File: src/rtl/plic_claim_master.sv
// PLIC claim/complete initiator: one instance per hart context.
// Claims the pending interrupt over TileLink-UL, hands the ID to the core,
// then writes the same ID back to complete it.
module plic_claim_master #(
  parameter int unsigned           TL_RS     = 4,
  parameter logic [TL_RS-1:0]      SOURCE_ID = '0,
  parameter int unsigned           CONTEXT   = 0,
  parameter int unsigned           HOLDOFF   = 4
) (
  input  logic             icm_clock_i,
  input  logic             icm_resetn_i,
  // TileLink A channel
  output logic [2:0]       icm_a_opcode,
  output logic [2:0]       icm_a_param,
  output logic [3:0]       icm_a_size,
  output logic [TL_RS-1:0] icm_a_source,
  output logic [21:0]      icm_a_address,
  output logic [3:0]       icm_a_mask,
  output logic [31:0]      icm_a_data,
  output logic             icm_a_corrupt,
  output logic             icm_a_valid,
  input  logic             icm_a_ready,
  // TileLink D channel
  input  logic [2:0]       icm_d_opcode,
  input  logic [1:0]       icm_d_param,
  input  logic [3:0]       icm_d_size,
  input  logic [TL_RS-1:0] icm_d_source,
  input  logic             icm_d_denied,
  input  logic             icm_d_corrupt,
  input  logic [31:0]      icm_d_data,
  input  logic             icm_d_valid,
  output logic             icm_d_ready,
  // Core side
  input  logic             irq_i,
  output logic             claim_valid_o,
  output logic [4:0]       claim_id_o,
  input  logic             claim_ready_i,
  input  logic             complete_valid_i,
  output logic             complete_ready_o,
  output logic             err_o
);

  localparam logic [2:0]  OP_GET      = 3'd4;
  localparam logic [2:0]  OP_PUT_FULL = 3'd0;
  localparam logic [2:0]  OP_ACK      = 3'd0;
  localparam logic [2:0]  OP_ACK_DATA = 3'd1;
  localparam logic [21:0] CLAIM_ADDR  = (CONTEXT != 0) ? 22'h201004 : 22'h200004;
  localparam logic [3:0]  HOLD_LOAD   = 4'(HOLDOFF);

  typedef enum logic [2:0] {
    IDLE, CLM_REQ, CLM_RSP, DELIVER, WAIT_CMP, CMP_REQ, CMP_RSP, HOLD
  } state_e;

  state_e      state_q, state_d;
  logic        a_valid_q, a_valid_d;
  logic [2:0]  a_opcode_q, a_opcode_d;
  logic [31:0] a_data_q, a_data_d;
  logic [4:0]  claim_id_q, claim_id_d;
  logic [3:0]  hold_cnt_q, hold_cnt_d;
  logic        err_q, err_d;

  // D fields that carry no meaning for a single-outstanding initiator
  logic unused_d_fields;
  assign unused_d_fields = ^{icm_d_param, icm_d_size, icm_d_source, icm_d_data[31:5]};

  // Constant A-channel fields
  assign icm_a_param   = 3'd0;
  assign icm_a_size    = 4'd2;
  assign icm_a_source  = SOURCE_ID;
  assign icm_a_address = CLAIM_ADDR;
  assign icm_a_mask    = 4'hF;
  assign icm_a_corrupt = 1'b0;

  assign icm_a_valid   = a_valid_q;
  assign icm_a_opcode  = a_opcode_q;
  assign icm_a_data    = a_data_q;
  assign err_o         = err_q;
  assign claim_id_o    = claim_id_q;

  // Handshake outputs decoded purely from the state register
  assign icm_d_ready      = (state_q == CLM_RSP) || (state_q == CMP_RSP);
  assign claim_valid_o    = (state_q == DELIVER);
  assign complete_ready_o = (state_q == WAIT_CMP);

  // Next-state and registered A-channel payload
  always_comb begin
    state_d    = state_q;
    a_valid_d  = a_valid_q;
    a_opcode_d = a_opcode_q;
    a_data_d   = a_data_q;
    claim_id_d = claim_id_q;
    hold_cnt_d = hold_cnt_q;
    err_d      = 1'b0;
    unique case (state_q)
      IDLE: begin
        if (irq_i) begin
          state_d    = CLM_REQ;
          a_valid_d  = 1'b1;
          a_opcode_d = OP_GET;
          a_data_d   = '0;
        end
      end
      CLM_REQ: begin
        if (icm_a_ready) begin
          state_d   = CLM_RSP;
          a_valid_d = 1'b0;
        end
      end
      CLM_RSP: begin
        if (icm_d_valid) begin
          if (icm_d_denied || icm_d_corrupt || (icm_d_opcode != OP_ACK_DATA)) begin
            err_d      = 1'b1;
            state_d    = HOLD;
            hold_cnt_d = HOLD_LOAD;
          end else if (icm_d_data[4:0] == 5'd0) begin
            state_d    = HOLD;
            hold_cnt_d = HOLD_LOAD;
          end else begin
            claim_id_d = icm_d_data[4:0];
            state_d    = DELIVER;
          end
        end
      end
      DELIVER: begin
        if (claim_ready_i) state_d = WAIT_CMP;
      end
      WAIT_CMP: begin
        if (complete_valid_i) begin
          state_d    = CMP_REQ;
          a_valid_d  = 1'b1;
          a_opcode_d = OP_PUT_FULL;
          a_data_d   = {27'd0, claim_id_q};
        end
      end
      CMP_REQ: begin
        if (icm_a_ready) begin
          state_d   = CMP_RSP;
          a_valid_d = 1'b0;
        end
      end
      CMP_RSP: begin
        if (icm_d_valid) begin
          if (icm_d_denied || icm_d_corrupt || (icm_d_opcode != OP_ACK)) begin
            err_d      = 1'b1;
            state_d    = HOLD;
            hold_cnt_d = HOLD_LOAD;
          end else begin
            state_d = IDLE;
          end
        end
      end
      HOLD: begin
        // Stay HOLDOFF cycles in total; leave on the cycle the count hits 1
        if (hold_cnt_q <= 4'd1) begin
          hold_cnt_d = '0;
          state_d    = IDLE;
        end else begin
          hold_cnt_d = hold_cnt_q - 4'd1;
        end
      end
      default: state_d = IDLE;
    endcase
  end

  // State and payload registers, async active-low reset
  always_ff @(posedge icm_clock_i or negedge icm_resetn_i) begin
    if (!icm_resetn_i) begin
      state_q    <= IDLE;
      a_valid_q  <= 1'b0;
      a_opcode_q <= '0;
      a_data_q   <= '0;
      claim_id_q <= '0;
      hold_cnt_q <= '0;
      err_q      <= 1'b0;
    end else begin
      state_q    <= state_d;
      a_valid_q  <= a_valid_d;
      a_opcode_q <= a_opcode_d;
      a_data_q   <= a_data_d;
      claim_id_q <= claim_id_d;
      hold_cnt_q <= hold_cnt_d;
      err_q      <= err_d;
    end
  end

endmodule

File: config.mk
export PLATFORM = sky130hd
export DESIGN_NAME = plic_claim_master
export DESIGN_NICKNAME = d
export VERILOG_FILES = /design/src/rtl/plic_claim_master.sv
export SDC_FILE = /design/constraint.sdc
export NUM_CORES = 1
export LEC_CHECK = 0
export CORE_MARGIN = 2
export CORE_UTILIZATION = 55
export CTS_CLUSTER_SIZE = 24
export DETAILED_ROUTE_END_ITERATION = 8
export DONT_BUFFER_PORTS = 1
export GPL_ROUTABILITY_DRIVEN = 0
export GPL_TIMING_DRIVEN = 0
export PLACE_DENSITY = 0.81
export RECOVER_POWER = 25
export SYNTH_ARGS = -nofsm -noshare
export SYNTH_HDL_FRONTEND = slang
export SYNTH_SLANG_ARGS = --single-unit
File: constraint.sdc
create_clock -name icm_clock_i -period 5.3 [get_ports icm_clock_i]
set_clock_uncertainty 0.2 [all_clocks]
set_input_delay 1.325 -clock icm_clock_i [delete_from_list [all_inputs] [get_ports icm_clock_i]]
set_output_delay 1.325 -clock icm_clock_i [all_outputs]
set_load 0.01 [all_outputs]
==> metrics <==
IO buf count 0; # diodes 0; Most Crowded Layer GR met2; antenna viol nets, final 0; largest family of logic cells by synthesized area buffers and inverters; RSZ-0062 raised after global routing no; total wire length 2720 um; setup_tns 0 ns; DRC viols 0; Slew headroom 0.634; final hold slack 0.336 ns; Critical Path Source Type flop; Worst-path clk slew 0.11 ns; worst-margin pin slew 0.544 ns; Synth Area in Adders 0.0160; DR vias/cell 4.21; DP Area 0.00185 sq mm; final core occ 0.695; worst reg2reg endpoint state_q[0]$_DFFE_PN0P_; Unique masters post-synth 36; Die W 57.3 um; run status finished, final reports clean; Seq cells post-synth 20; Critical Path Fanout Max 10; vias 1138; Synth Area in XOR/XNOR 0.00560; fin cells 270; Wirelength per Cell 10.1 um; share of layout cells above drive strength 1 0.339; dpl hpwl 2360 um; Hold Path Cell Cnt 1; met2 Use GR 0.276; Post-CTS Setup Bufs 0; sequential cell area 500 sq um; met3 Use GR 0.0454; CP endpoint kind output port; global-route wire length before repair 4290 um; initial antenna violation count 0; CORE AREA 0.00273 sq mm; Post-CTS Hold Buffers 0; fin crit share 0.584; total power 0.637 mW; largest net degree at the start of global routing 21; die area 0.00329 sq mm; PnR worst setup slack 2.21 ns; R2R depth 6; CTS root buffer clkbuf_4; Leak 1.12 nW; Synth Cell Area 0.00156 sq mm; H-tree Lvls 1; worst min-delay path class reg -> reg; Worst EP arrival 1.57 ns; WHS Endpoint hold_cnt_q[1]$_DFFE_PN0P_; area grow syn2layout 21.4%; mean post-synth cell area 9.20 sq um; clk sinks 20; worst-case vdd ir drop 0.261 mV; drt first-iter violations 23; vias in the first global route 932; filler instances 240; Multi-input gate area 756 sq um; synthesized instance count 170; Rows 19; fin crit period 3.09 ns; TritonCTS Buffers 3; post-CTS sizing 0; RR Startpoint hold_cnt_q[0]$_DFFE_PN0P_; DRT Pass-1 Iters 4; sequential share of the synthesized area 0.320; IO Pins 137; Final Hold Vio Count 0; clk_lat worst skew 0.31 ns; maximum clock insertion buffer count 2; maxcap violations 0; Slew Limit Fails 0; Die Height 57.3 um; Simple-Gate Fraction of Synth Area 0.114; Net count, final 296; gr usage total 0.166; post-route cell area 0.00190 sq mm; Place WS 2.22 ns; Final Setup Violations 0; Yosys Warn Count 0; CTS tree yes; fmax 323 MHz; GR met1 Demand/Resource 0.215; compound-gate portion of the synthesized area 0.132; critical path class reg -> out; total gr overflow 0; post-synthesis mux area share 0.0552; pwr/cell area 335 mW/mm^2; r2r setup slk 3.13 ns; Worst Hold Launch hold_cnt_q[1]$_DFFE_PN0P_; DP Cell Count 266; Req. time, crit path 3.77 ns; Starting Density 0.572
[layout by cell type, fill, tap and decap left out, types with 3 or more instances in the layout]
cell type and instances:
nor2_1 10, o21ai_0 3, inv_1 7, buf_4 67
nand2_1 4, clkbuf_1 3, mux2_4 5, o31ai_1 4
and3_1 5, nor3_1 3, a21oi_1 6, conb_1 67
clkbuf_4 3, a22o_1 5, dfrtp_1 20
[worst max-delay path: stages (launching register included)]
cell and delay, ns:
dfrtp_1 0.36, clkbuf_1 0.35, inv_1 0.17, nor3_1 0.38
[layer usage]
| layer | vias up | share of wire |
|---|---|---|
| li1 | 580 | - |
| met3 | 2 | 0.13 |
| met2 | 73 | 0.46 |
| met1 | 483 | 0.40 |
| met4 | 0 | 0.0051 |
| met5 | - | 0 |
[where the power goes]
part / switching [mW] / internal (mW) / leakage (nW) / total (mW)
Clock: 0.0489 / 0.0765 / 0.0279 / 0.125
Sequential: 0.0563 / 0.196 / 0.260 / 0.252
Combinational: 0.141 / 0.119 / 0.828 / 0.260
[area by class of cell]
type | instances | share of cell area
Buffer | 71 | 0.277
Inverter | 7 | 0.0138
Sequential cell | 20 | 0.264
Clock buffer | 3 | 0.0119
Multi-Input combinational cell | 137 | 0.398
Tap cell | 31 | 0.0204
Clock inverter | 1 | 0.0158
[worst max path at each step]
stage	startpoint	slack (ns)	to	cells past startpoint
floorplan	icm_d_corrupt	2.33	claim_id_o[0]$_DFFE_PN0P_	5
global placement	icm_d_corrupt	2.25	claim_id_o[3]$_DFFE_PN0P_	5
detailed placement	icm_d_corrupt	2.22	claim_id_o[0]$_DFFE_PN0P_	5
CTS	state_q[2]$_DFFE_PN0P_	2.21	complete_ready_o	3
global route	state_q[2]$_DFFE_PN0P_	2.10	complete_ready_o	3
finish	state_q[2]$_DFFE_PN0P_	2.21	complete_ready_o	3
[kinds of logic after synthesis]
kind of cell,Yosys count
fa+ha+maj,2
flops,20
other cells,2
simple gates,33
compound gates,28
xor+xnor,1
buf+inv,78
mux,6
[cell usage after synthesis, drive strengths merged]
master	instances	share of area
a2111o	1	0.0072
a211o	1	0.0056
a211oi	1	0.0080
a21o	2	0.0096
a21oi	6	0.019
a22o	5	0.028
a31oi	1	0.0040
and3	5	0.020
buf	68	0.33
clkbuf	3	0.0072
conb	2	0.0048
dfrtp	20	0.32
ha	2	0.016
inv	7	0.017
mux2	6	0.055
nand2	4	0.0096
nand2b	1	0.0040
nand3	1	0.0032
nand4	1	0.0040
nor2	10	0.024
nor2b	2	0.0080
nor3	3	0.0096
nor4	2	0.0080
nor4bb	1	0.0064
o21a	1	0.0048
o21ai	3	0.0096
o2bb2ai	1	0.0056
o31a	1	0.0056
o31ai	4	0.019
o41ai	1	0.0056
or3	1	0.0040
or3b	1	0.0056
or4	1	0.0072
xor2	1	0.0056
[sequential cells by signal, indices dropped and copies added (netlist names)]
| signal | count |
|---|---|
| icm_a_valid | 1 |
| hold_cnt_q | 4 |
| claim_id_o | 5 |
| err_o | 1 |
| state_q | 3 |
| icm_a_opcode | 1 |
| icm_a_data | 5 |
(Power assumes the default switching activity.)
